$ cat config.mk
export PLATFORM = sky130hd
export DESIGN_NAME = seq_magnitude_comparator
export DESIGN_NICKNAME = d
export VERILOG_FILES = /design/src/rtl/seq_magnitude_comparator.sv
export SDC_FILE = /design/constraint.sdc
export NUM_CORES = 1
export LEC_CHECK = 0
export CORE_UTILIZATION = 50
export CTS_BUF_LIST = sky130_fd_sc_hd__clkbuf_4 sky130_fd_sc_hd__clkbuf_8 sky130_fd_sc_hd__clkbuf_16
export CTS_CLUSTER_DIAMETER = 100
export DETAILED_ROUTE_END_ITERATION = 8
export GPL_ROUTABILITY_DRIVEN = 0
export PLACE_DENSITY_LB_ADDON = 0.15
export RECOVER_POWER = 25
export SLEW_MARGIN = 10
export SYNTH_ARGS = -nofsm -noshare
export SYNTH_HDL_FRONTEND = slang
export SYNTH_SLANG_ARGS = --single-unit
export TNS_END_PERCENT = 10
$ cat constraint.sdc
create_clock -name clk -period 1.9 [get_ports clk]
set_input_delay 0.285 -clock clk [delete_from_list [all_inputs] [get_ports clk]]
set_output_delay 0.285 -clock clk [all_outputs]
set_load 0.01 [all_outputs]
$ cat src/rtl/seq_magnitude_comparator.sv
// seq_magnitude_comparator: multi-cycle MSB-first magnitude compare, DIGIT bits per cycle.
// Signed mode flips both operand MSBs so the unsigned digit walk yields two's-complement order.
module seq_magnitude_comparator #(
  parameter int WIDTH = 8,
  parameter int DIGIT = 1,
  parameter int CW    = $clog2(WIDTH / DIGIT + 1)
) (
  input  logic             clk,
  input  logic             reset,
  input  logic             start,
  input  logic             is_signed,
  input  logic [WIDTH-1:0] a,
  input  logic [WIDTH-1:0] b,
  output logic             busy,
  output logic             done,
  output logic             l_out,
  output logic             e_out,
  output logic             g_out,
  output logic [CW-1:0]    digits_used
);

  localparam int NDIG = WIDTH / DIGIT;

  if (WIDTH < 2 || DIGIT < 1 || (WIDTH % DIGIT) != 0) begin : g_bad_param
    $error("seq_magnitude_comparator: WIDTH must be >= 2 and a multiple of DIGIT");
  end

  typedef enum logic {S_IDLE, S_RUN} state_t;

  state_t           r_state, w_state_nxt;
  logic [WIDTH-1:0] r_a, r_b, w_a_nxt, w_b_nxt;
  logic [CW-1:0]    r_idx, w_idx_nxt;
  logic [CW-1:0]    r_used, w_used_nxt;
  logic             r_done, w_done_nxt;
  logic             r_l, r_e, r_g, w_l_nxt, w_e_nxt, w_g_nxt;
  logic [DIGIT-1:0] w_da, w_db;

  assign w_da = r_a[WIDTH-1 -: DIGIT];
  assign w_db = r_b[WIDTH-1 -: DIGIT];

  always_ff @(posedge clk) begin
    if (reset) begin
      r_state <= S_IDLE;
      r_a     <= '0;
      r_b     <= '0;
      r_idx   <= '0;
      r_used  <= '0;
      r_done  <= 1'b0;
      r_l     <= 1'b0;
      r_e     <= 1'b0;
      r_g     <= 1'b0;
    end else begin
      r_state <= w_state_nxt;
      r_a     <= w_a_nxt;
      r_b     <= w_b_nxt;
      r_idx   <= w_idx_nxt;
      r_used  <= w_used_nxt;
      r_done  <= w_done_nxt;
      r_l     <= w_l_nxt;
      r_e     <= w_e_nxt;
      r_g     <= w_g_nxt;
    end
  end

  always_comb begin
    w_state_nxt = r_state;
    w_a_nxt     = r_a;
    w_b_nxt     = r_b;
    w_idx_nxt   = r_idx;
    w_used_nxt  = r_used;
    w_done_nxt  = 1'b0;
    w_l_nxt     = r_l;
    w_e_nxt     = r_e;
    w_g_nxt     = r_g;
    case (r_state)
      S_IDLE: begin
        if (start) begin
          w_a_nxt = a;
          w_b_nxt = b;
          if (is_signed) begin
            w_a_nxt[WIDTH-1] = ~a[WIDTH-1];
            w_b_nxt[WIDTH-1] = ~b[WIDTH-1];
          end
          w_idx_nxt   = '0;
          w_state_nxt = S_RUN;
        end
      end
      S_RUN: begin
        if (w_da != w_db) begin
          w_l_nxt     = (w_da < w_db);
          w_g_nxt     = (w_da > w_db);
          w_e_nxt     = 1'b0;
          w_used_nxt  = r_idx + CW'(1);
          w_done_nxt  = 1'b1;
          w_state_nxt = S_IDLE;
        end else if (r_idx == CW'(NDIG - 1)) begin
          w_l_nxt     = 1'b0;
          w_g_nxt     = 1'b0;
          w_e_nxt     = 1'b1;
          w_used_nxt  = CW'(NDIG);
          w_done_nxt  = 1'b1;
          w_state_nxt = S_IDLE;
        end else begin
          w_a_nxt   = r_a << DIGIT;
          w_b_nxt   = r_b << DIGIT;
          w_idx_nxt = r_idx + CW'(1);
        end
      end
      default: w_state_nxt = S_IDLE;
    endcase
  end

  assign busy        = (r_state == S_RUN);
  assign done        = r_done;
  assign l_out       = r_l;
  assign e_out       = r_e;
  assign g_out       = r_g;
  assign digits_used = r_used;

endmodule

==> results of run 1 <==
layer usage:
layer  track usage [%]  wire length (microns)
met1              28.7                   1320
met2              40.2                   1460
met3              8.33                    120
met4              7.69                     53
met5                 0                      0
kinds of logic (layout without fill, tap and decap cells):
logic type               after synthesis  in the layout  share of synthesized area [%]
AND/OR/NAND/NOR                       42             42                           16.6
XOR/XNOR                               4              4                           2.51
multiplexers                          15             15                           10.8
AO/OA/AOI/OAI                         46             46                           19.6
buffers and inverters                 16             51                           6.28
adder cells (fa/ha/maj)                3              3                           2.69
flip-flops                            29             29                           41.6
power by group through the flow:
stage	clock, W	sequential [W]	combinational [W]
final	0.000425	0.000686	0.000293
after global routing	0.000461	0.000692	0.000328
after CTS	0.000434	0.000685	0.000297
after detailed placement	0	0.000700	0.000296
after global placement	0	0.000697	0.000285
after floorplan	0	0.000692	0.000185
stage by stage:
stage	std cells	total power, W
CTS	220	0.00142
floorplan	155	0.000877
detailed placement	212	0.000995
global route	220	0.00148
finish	220	0.00140
global placement	212	0.000982
path summary, 6_finish.rpt:
path / startpoint / end / slack, ns / cells past startpoint
setup / recovery: busy / busy / 0.14 / 1
hold / removal: r_a[1] / r_a[1] / 0.47 / 2
setup reg to reg: busy / r_a[7] / 0.17 / 4
hold reg to reg: r_a[1] / r_a[1] / 0.47 / 2
sequential cells by signal (all words and copies together), names as in the netlist:
register,count
busy,1
digits_used,4
done,1
e_out,1
g_out,1
l_out,1
r_a,8
r_b,8
r_idx,4
cells in the final DEF (no fill, tap or decap), drive strengths merged, types with 2 or more instances in the layout:
cell | synthesis | routed
a2111oi | 2 | 2
xnor2 | 2 | 2
xor2 | 2 | 2
nand2 | 9 | 9
o21ai | 17 | 17
dlygate4sd3 | 0 | 5
ha | 3 | 3
nor2b | 4 | 4
dfxtp | 29 | 29
a21o | 2 | 2
nor2 | 4 | 4
nor3 | 2 | 2
o211ai | 2 | 2
clkdlybuf4s50 | 0 | 23
or3 | 13 | 13
clkbuf | 5 | 8
nand3 | 4 | 4
a21oi | 17 | 17
buf | 6 | 9
mux2i | 15 | 15
inv | 5 | 5
a32o | 3 | 3
cell type report:
| cell class | instances | area (sq um) |
|---|---|---|
| Clock buffer | 7 | 65.1 |
| Clock inverter | 1 | 5.00 |
| Fill cell | 217 | 782 |
| Inverter | 5 | 18.8 |
| Multi-Input combinational cell | 110 | 726 |
| Sequential cell | 29 | 581 |
| Tap cell | 30 | 37.5 |
| Timing Repair Buffer | 38 | 353 |
==> Flow_metrics.wiki, run 1 <==
{| class="wikitable"
! Metric !! Value
|-
| Placed inst area || 1720 sq um
|-
| Clk_skew || 0.00645 ns
|-
| Seq/Total Area, Yosys || 41.6%
|-
| Effective utilization at floorplan || 54.3%
|-
| Share of synthesized registers carrying an async set or reset || 0%
|-
| Clock period minus final worst setup slack || 1.76 ns
|-
| Buffer type at the clock tree root || sky130_fd_sc_hd__clkbuf_4
|-
| Psw || 0.000381 W
|-
| Final-report hold violation count || 0
|-
| Worst-case headroom to the max-slew limit || 66.8%
|-
| Register bit total from synthesis || 29
|-
| Clock tree from TritonCTS || yes
|-
| CP startpoint kind || flip-flop
|-
| Clock slew at reported path FFs || approximately 0.09 ns
|-
| Maximum single-stage delay on the critical path || 0.61 ns
|-
| Post-route worst setup slack || 0.137 ns
|-
| Number of antenna violations at the first check in global routing || 0
|-
| Remaining number of nets flagged by the antenna check after routing || 0
|-
| Post-detailed-route wirelength per cell || 13.4 microns
|-
| Total Routing Usage GR || 24.1%
|-
| Arrival time at the worst endpoint || 1.48 ns
|-
| Buffer levels on the longest clock path || 2
|-
| Cell family with most CP delay || buffers and inverters
|-
| Worst slew pin tran || 0.485 ns
|-
| Critical path class || reg -> out
|-
| Cell Area, Synth || around 1400 sq um
|-
| Cell leakage power || 0.706 nW
|-
| Ratio of routed vias to standard cells || 5.69
|-
| Result of the run || completed
|-
| Final critical-path share of the clock period || 92.8%
|-
| Clock sinks || 29
|-
| Share of post-route cells with drive strength above 1 || 9.47%
|-
| Cell count after synthesis || 155
|-
| Most common cell in the netlist || sky130_fd_sc_hd__dfxtp_1
|-
| Total Neg Setup Slack || 0 ns
|-
| Final core utilization || 69.5%
|-
| Kind of path behind the tightest hold check || reg -> reg
|-
| Count of buffers from port buffering || 28
|-
| Library cell with the largest summed area after synthesis || sky130_fd_sc_hd__dfxtp_1
|-
| Peak clock frequency supported by timing || ~570 MHz
|-
| Fraction of power consumed by sequential logic || ~49%
|-
| Average size of a mapped cell || 9.00 sq um
|-
| Distinct cell type count after synthesis || 31
|-
| Commonest cells in the synthesized netlist || sky130_fd_sc_hd__dfxtp_1, sky130_fd_sc_hd__a21oi_1, sky130_fd_sc_hd__o21ai_0
|-
| Number of enable-type register cells in the synthesized netlist || 0
|-
| Part of the total power dissipated in combinational logic || 20.9%
|-
| Worst vdd rail ir drop || around 0.00057 V
|-
| Cells along the critical path || clkdlybuf4s50_1
|-
| # resized after CTS || 0
|-
| Slowest stage cell on the critical path || sky130_fd_sc_hd__clkdlybuf4s50_1
|-
| Remaining design rule violation count || 0
|-
| Number of global-route vias before repair || 1122
|-
| Clock insertion delay at the later pin of the skew report || around 0.32 ns
|-
| Net total in the final layout || 212
|-
| DR vias || 1252
|-
| RSZ-0062 raised after global routing || no
|-
| Net Sw Frac || 27.2%
|-
| Worst path required time || 1.62 ns
|-
| Total power density per cell area || 786 nW/um^2
|-
| Proportion of power drawn by the clock network || 30.3%
|-
| Worst slack on hold paths || 0.474 ns
|-
| Area share of the largest cell type after synthesis || 41.6%
|-
| Vertical extent of the die || 54.8 microns
|-
| Number of warnings issued by yosys || 0
|-
| Violation count after the first detailed-route iteration || 23
|-
| Main area contributors after synthesis || sky130_fd_sc_hd__dfxtp_1, sky130_fd_sc_hd__mux2i_1, sky130_fd_sc_hd__a21oi_1
|-
| Setup slack at placement || 0.235 ns
|-
| Total clock buffers created by CTS || 5
|-
| Max H-tree Level || 2
|-
| Io pins || 29
|-
| Synth-to-Final Area Change || 28.0%
|-
| Number of maximum-capacitance violations || 0
|-
| Max-slew violation count || 0
|-
| ANT cells || 0
|-
| Die footprint || 3010 sq um
|-
| Largest net degree at the start of global routing || 20
|-
| CORE AREA || 2570 sq um
|-
| Wire length of the first global-routing pass || 5020 microns
|-
| Post-DP HPWL || approximately 2200 microns
|-
| Buffers inserted by post-CTS timing repair || 0
|-
| Die boundary width || 54.8 microns
|-
| Hold Buf Count CTS || 0
|-
| Maximum fanout along the worst path || 10
|-
| Internal || 0.00102 W
|-
| Primary FF master, synth || sky130_fd_sc_hd__dfxtp_1
|-
| Pre-antenna DRT Iters || 4
|-
| Cell row count || 18
|-
| Setup violation total in the final timing report || 0
|-
| Worst setup EP type || primary output
|-
| Syn Nets || 178
|-
| Gr ovfl total || 0
|-
| Final wirelength || 2950 microns
|-
| Number of buffer and inverter instances along the worst setup path || 1
|-
| Cell area after layout || 1790 sq um
|}
Note: power is estimated with default switching activity, not from simulation.
==> run 2, diff against run 1 <==
Settings changed: GPL_TIMING_DRIVEN set to 0.
==> Flow_metrics.wiki, run 2 (synthesized netlist as in run 1, its figures left out) <==
{| class="wikitable"
! Metric !! Value
|-
| Largest net degree at the start of global routing || 11 (-45%)
|-
| Total Neg Setup Slack || 0 ns (unchanged)
|-
| Remaining design rule violation count || 0 (unchanged)
|-
| Peak clock frequency supported by timing || 545 MHz (-3.9%)
|-
| CP startpoint kind || flip-flop
|-
| Vertical extent of the die || 54.8 microns (unchanged)
|-
| Ratio of routed vias to standard cells || 5.80 (+1.9%)
|-
| Number of maximum-capacitance violations || 0 (unchanged)
|-
| Worst slew pin tran || 0.634 ns (+0.150 ns)
|-
| Worst vdd rail ir drop || 0.000681 V (+19%)
|-
| Remaining number of nets flagged by the antenna check after routing || 0 (unchanged)
|-
| Pre-antenna DRT Iters || 4 (unchanged)
|-
| Cell row count || 18 (unchanged)
|-
| Max H-tree Level || 2 (unchanged)
|-
| ANT cells || 0 (unchanged)
|-
| Worst setup EP type || flip-flop
|-
| Final wirelength || 3250 microns (+10%)
|-
| Post-route insts no fill || 219 (-0.45%)
|-
| Buffer type at the clock tree root || sky130_fd_sc_hd__clkbuf_4
|-
| Gr ovfl total || 0 (unchanged)
|-
| Clock sinks || 29 (unchanged)
|-
| Beginning of the worst hold path || g_out
|-
| Die footprint || 3010 sq um (unchanged)
|-
| Commonest cells after routing, fill and taps aside || sky130_fd_sc_hd__dfxtp_1, sky130_fd_sc_hd__clkdlybuf4s50_1, sky130_fd_sc_hd__o21ai_0, sky130_fd_sc_hd__a21oi_1, sky130_fd_sc_hd__mux2i_1
|-
| Io pins || 29 (unchanged)
|-
| Total clock buffers created by CTS || 5 (unchanged)
|-
| Net total in the final layout || 212 (unchanged)
|-
| Violation count after the first detailed-route iteration || 26 (+13%)
|-
| Setup slack at placement || -0.211 ns (-0.445 ns)
|-
| Effective utilization at floorplan || 54.3% (unchanged)
|-
| Cell leakage power || 0.699 nW (-0.99%)
|-
| Clock period minus final worst setup slack || 1.83 ns (+0.0707 ns)
|-
| Count of buffers from port buffering || 27 (-3.6%)
|-
| Number of antenna violations at the first check in global routing || 0 (unchanged)
|-
| Most common library cell in the layout ignoring fill and taps || sky130_fd_sc_hd__dfxtp_1
|-
| Count of placed standard cells including taps || 212 (unchanged)
|-
| Wire length of the first global-routing pass || 5020 microns (-0.14%)
|-
| DR vias || 1270 (+1.4%)
|-
| GR Layer Usage met1 || 29.1% (+0.36 points)
|-
| Die boundary width || 54.8 microns (unchanged)
|-
| Result of the run || completed
|-
| Setup violation total in the final timing report || 0 (unchanged)
|-
| Buffer levels on the longest clock path || 2 (unchanged)
|-
| Arrival time at the worst endpoint || 2.09 ns (+0.61 ns)
|-
| Number of global-route vias before repair || 1129 (+0.62%)
|-
| Total power density per cell area || 781 nW/um^2 (-0.69%)
|-
| Post-route worst setup slack || 0.0660 ns (-0.0707 ns)
|-
| Reg-to-reg critical path startpoint || r_a[7]
|-
| Worst path required time || 2.16 ns (+0.54 ns)
|-
| Clk_skew || 0.00950 ns (+0.00305 ns)
|-
| Clock tree from TritonCTS || yes
|-
| Post-DP HPWL || 2290 microns (+6.1%)
|-
| Clock insertion delay at the later pin of the skew report || 0.33 ns (about the same)
|-
| Final-report hold violation count || 0 (unchanged)
|-
| Clock slew at reported path FFs || 0.10 ns (about the same)
|-
| Total Routing Usage GR || 24.1% (about the same)
|-
| Busiest layer in global routing || met2
|-
| Max-slew violation count || 0 (unchanged)
|-
| Met2 track demand over resource in global routing || 40.4% (+0.20 points)
|-
| Post-detailed-route wirelength per cell || 14.8 microns (+11%)
|-
| Maximum fanout along the worst path || 10 (unchanged)
|-
| Synth-to-Final Area Change || 27.3%
|-
| Largest registers || r_a x8, r_b x8
|-
| Met3 track utilization from global routing || 7.50% (-0.83 points)
|-
| Share of post-route cells with drive strength above 1 || 8.99% (-0.48 points)
|-
| Final critical-path share of the clock period || 96.5% (+3.7 points)
|-
| Critical path class || reg -> reg
|-
| CORE AREA || 2570 sq um (unchanged)
|-
| Kind of path behind the tightest hold check || reg -> reg
|-
| Launch point of the worst path || r_a[7]
|-
| Worst-case headroom to the max-slew limit || 57.3% (-9.6 points)
|}
[run 2: path summary, 6_finish.rpt]
check	to	slack, ns	depth (start not counted)
setup / recovery	r_a[6]	0.07	6
setup reg to reg	r_a[6]	0.07	6
hold / removal	g_out	0.46	2
hold reg to reg	g_out	0.46	2
[run 2: metal layers]
metal / vias up / wire length (microns)
met2: 32 / 1590
li1: 625 / -
met5: - / 0
met1: 611 / 1500
met4: 0 / 26
met3: 2 / 136
[run 2: final cells by class]
| type | instances | area [sq um] |
|---|---|---|
| plain buffers | 11 | 70.1 |
| clock buffers | 7 | 58.8 |
| fillers | 226 | 792 |
| inverters | 5 | 18.8 |
| multi-input cells | 110 | 739 |
| flip-flops and latches | 29 | 581 |
| well taps | 30 | 37.5 |
| repair buffers | 27 | 270 |
[run 2: per-stage QoR]
stage          utilization (%)  total power (W)  cell area [sq um]  hold slack [ns]
4_1_cts                   68.8          0.00139               1770            0.444
3_5_place_dp              66.3         0.000989               1700            0.452
6_report                  69.2          0.00139               1780            0.459
2_1_floorplan                -         0.000877               1400            0.421
5_1_grt                   69.2          0.00144               1780            0.487
3_3_place_gp              66.3         0.000976               1700            0.445
[run 2: critical path: stages, from the launching register on]
cell	delay [ns]
sky130_fd_sc_hd__dfxtp_1	0.36
sky130_fd_sc_hd__inv_1	0.06
sky130_fd_sc_hd__ha_1	0.39
sky130_fd_sc_hd__mux2i_4	0.16
sky130_fd_sc_hd__clkbuf_2	0.23
sky130_fd_sc_hd__or3_1	0.39
sky130_fd_sc_hd__a21oi_1	0.16
[run 2: where the power goes]
group | internal [W] | switching [W] | leakage [nW]
registers | 0.000655 | 0.0000251 | 0.237
clock network | 0.000189 | 0.000211 | 0.0348
logic | 0.000148 | 0.000158 | 0.427
total | 0.000992 | 0.000394 | 0.699
[run 2: repair_timing]
| item | 4_1_cts | 5_1_grt |
|---|---|---|
| setup buffers | 0 | 0 |
| endpoints found under the setup margin | 18 | 16 |
| resized for setup | 2 | 1 |
| hold buffers | 0 | 0 |
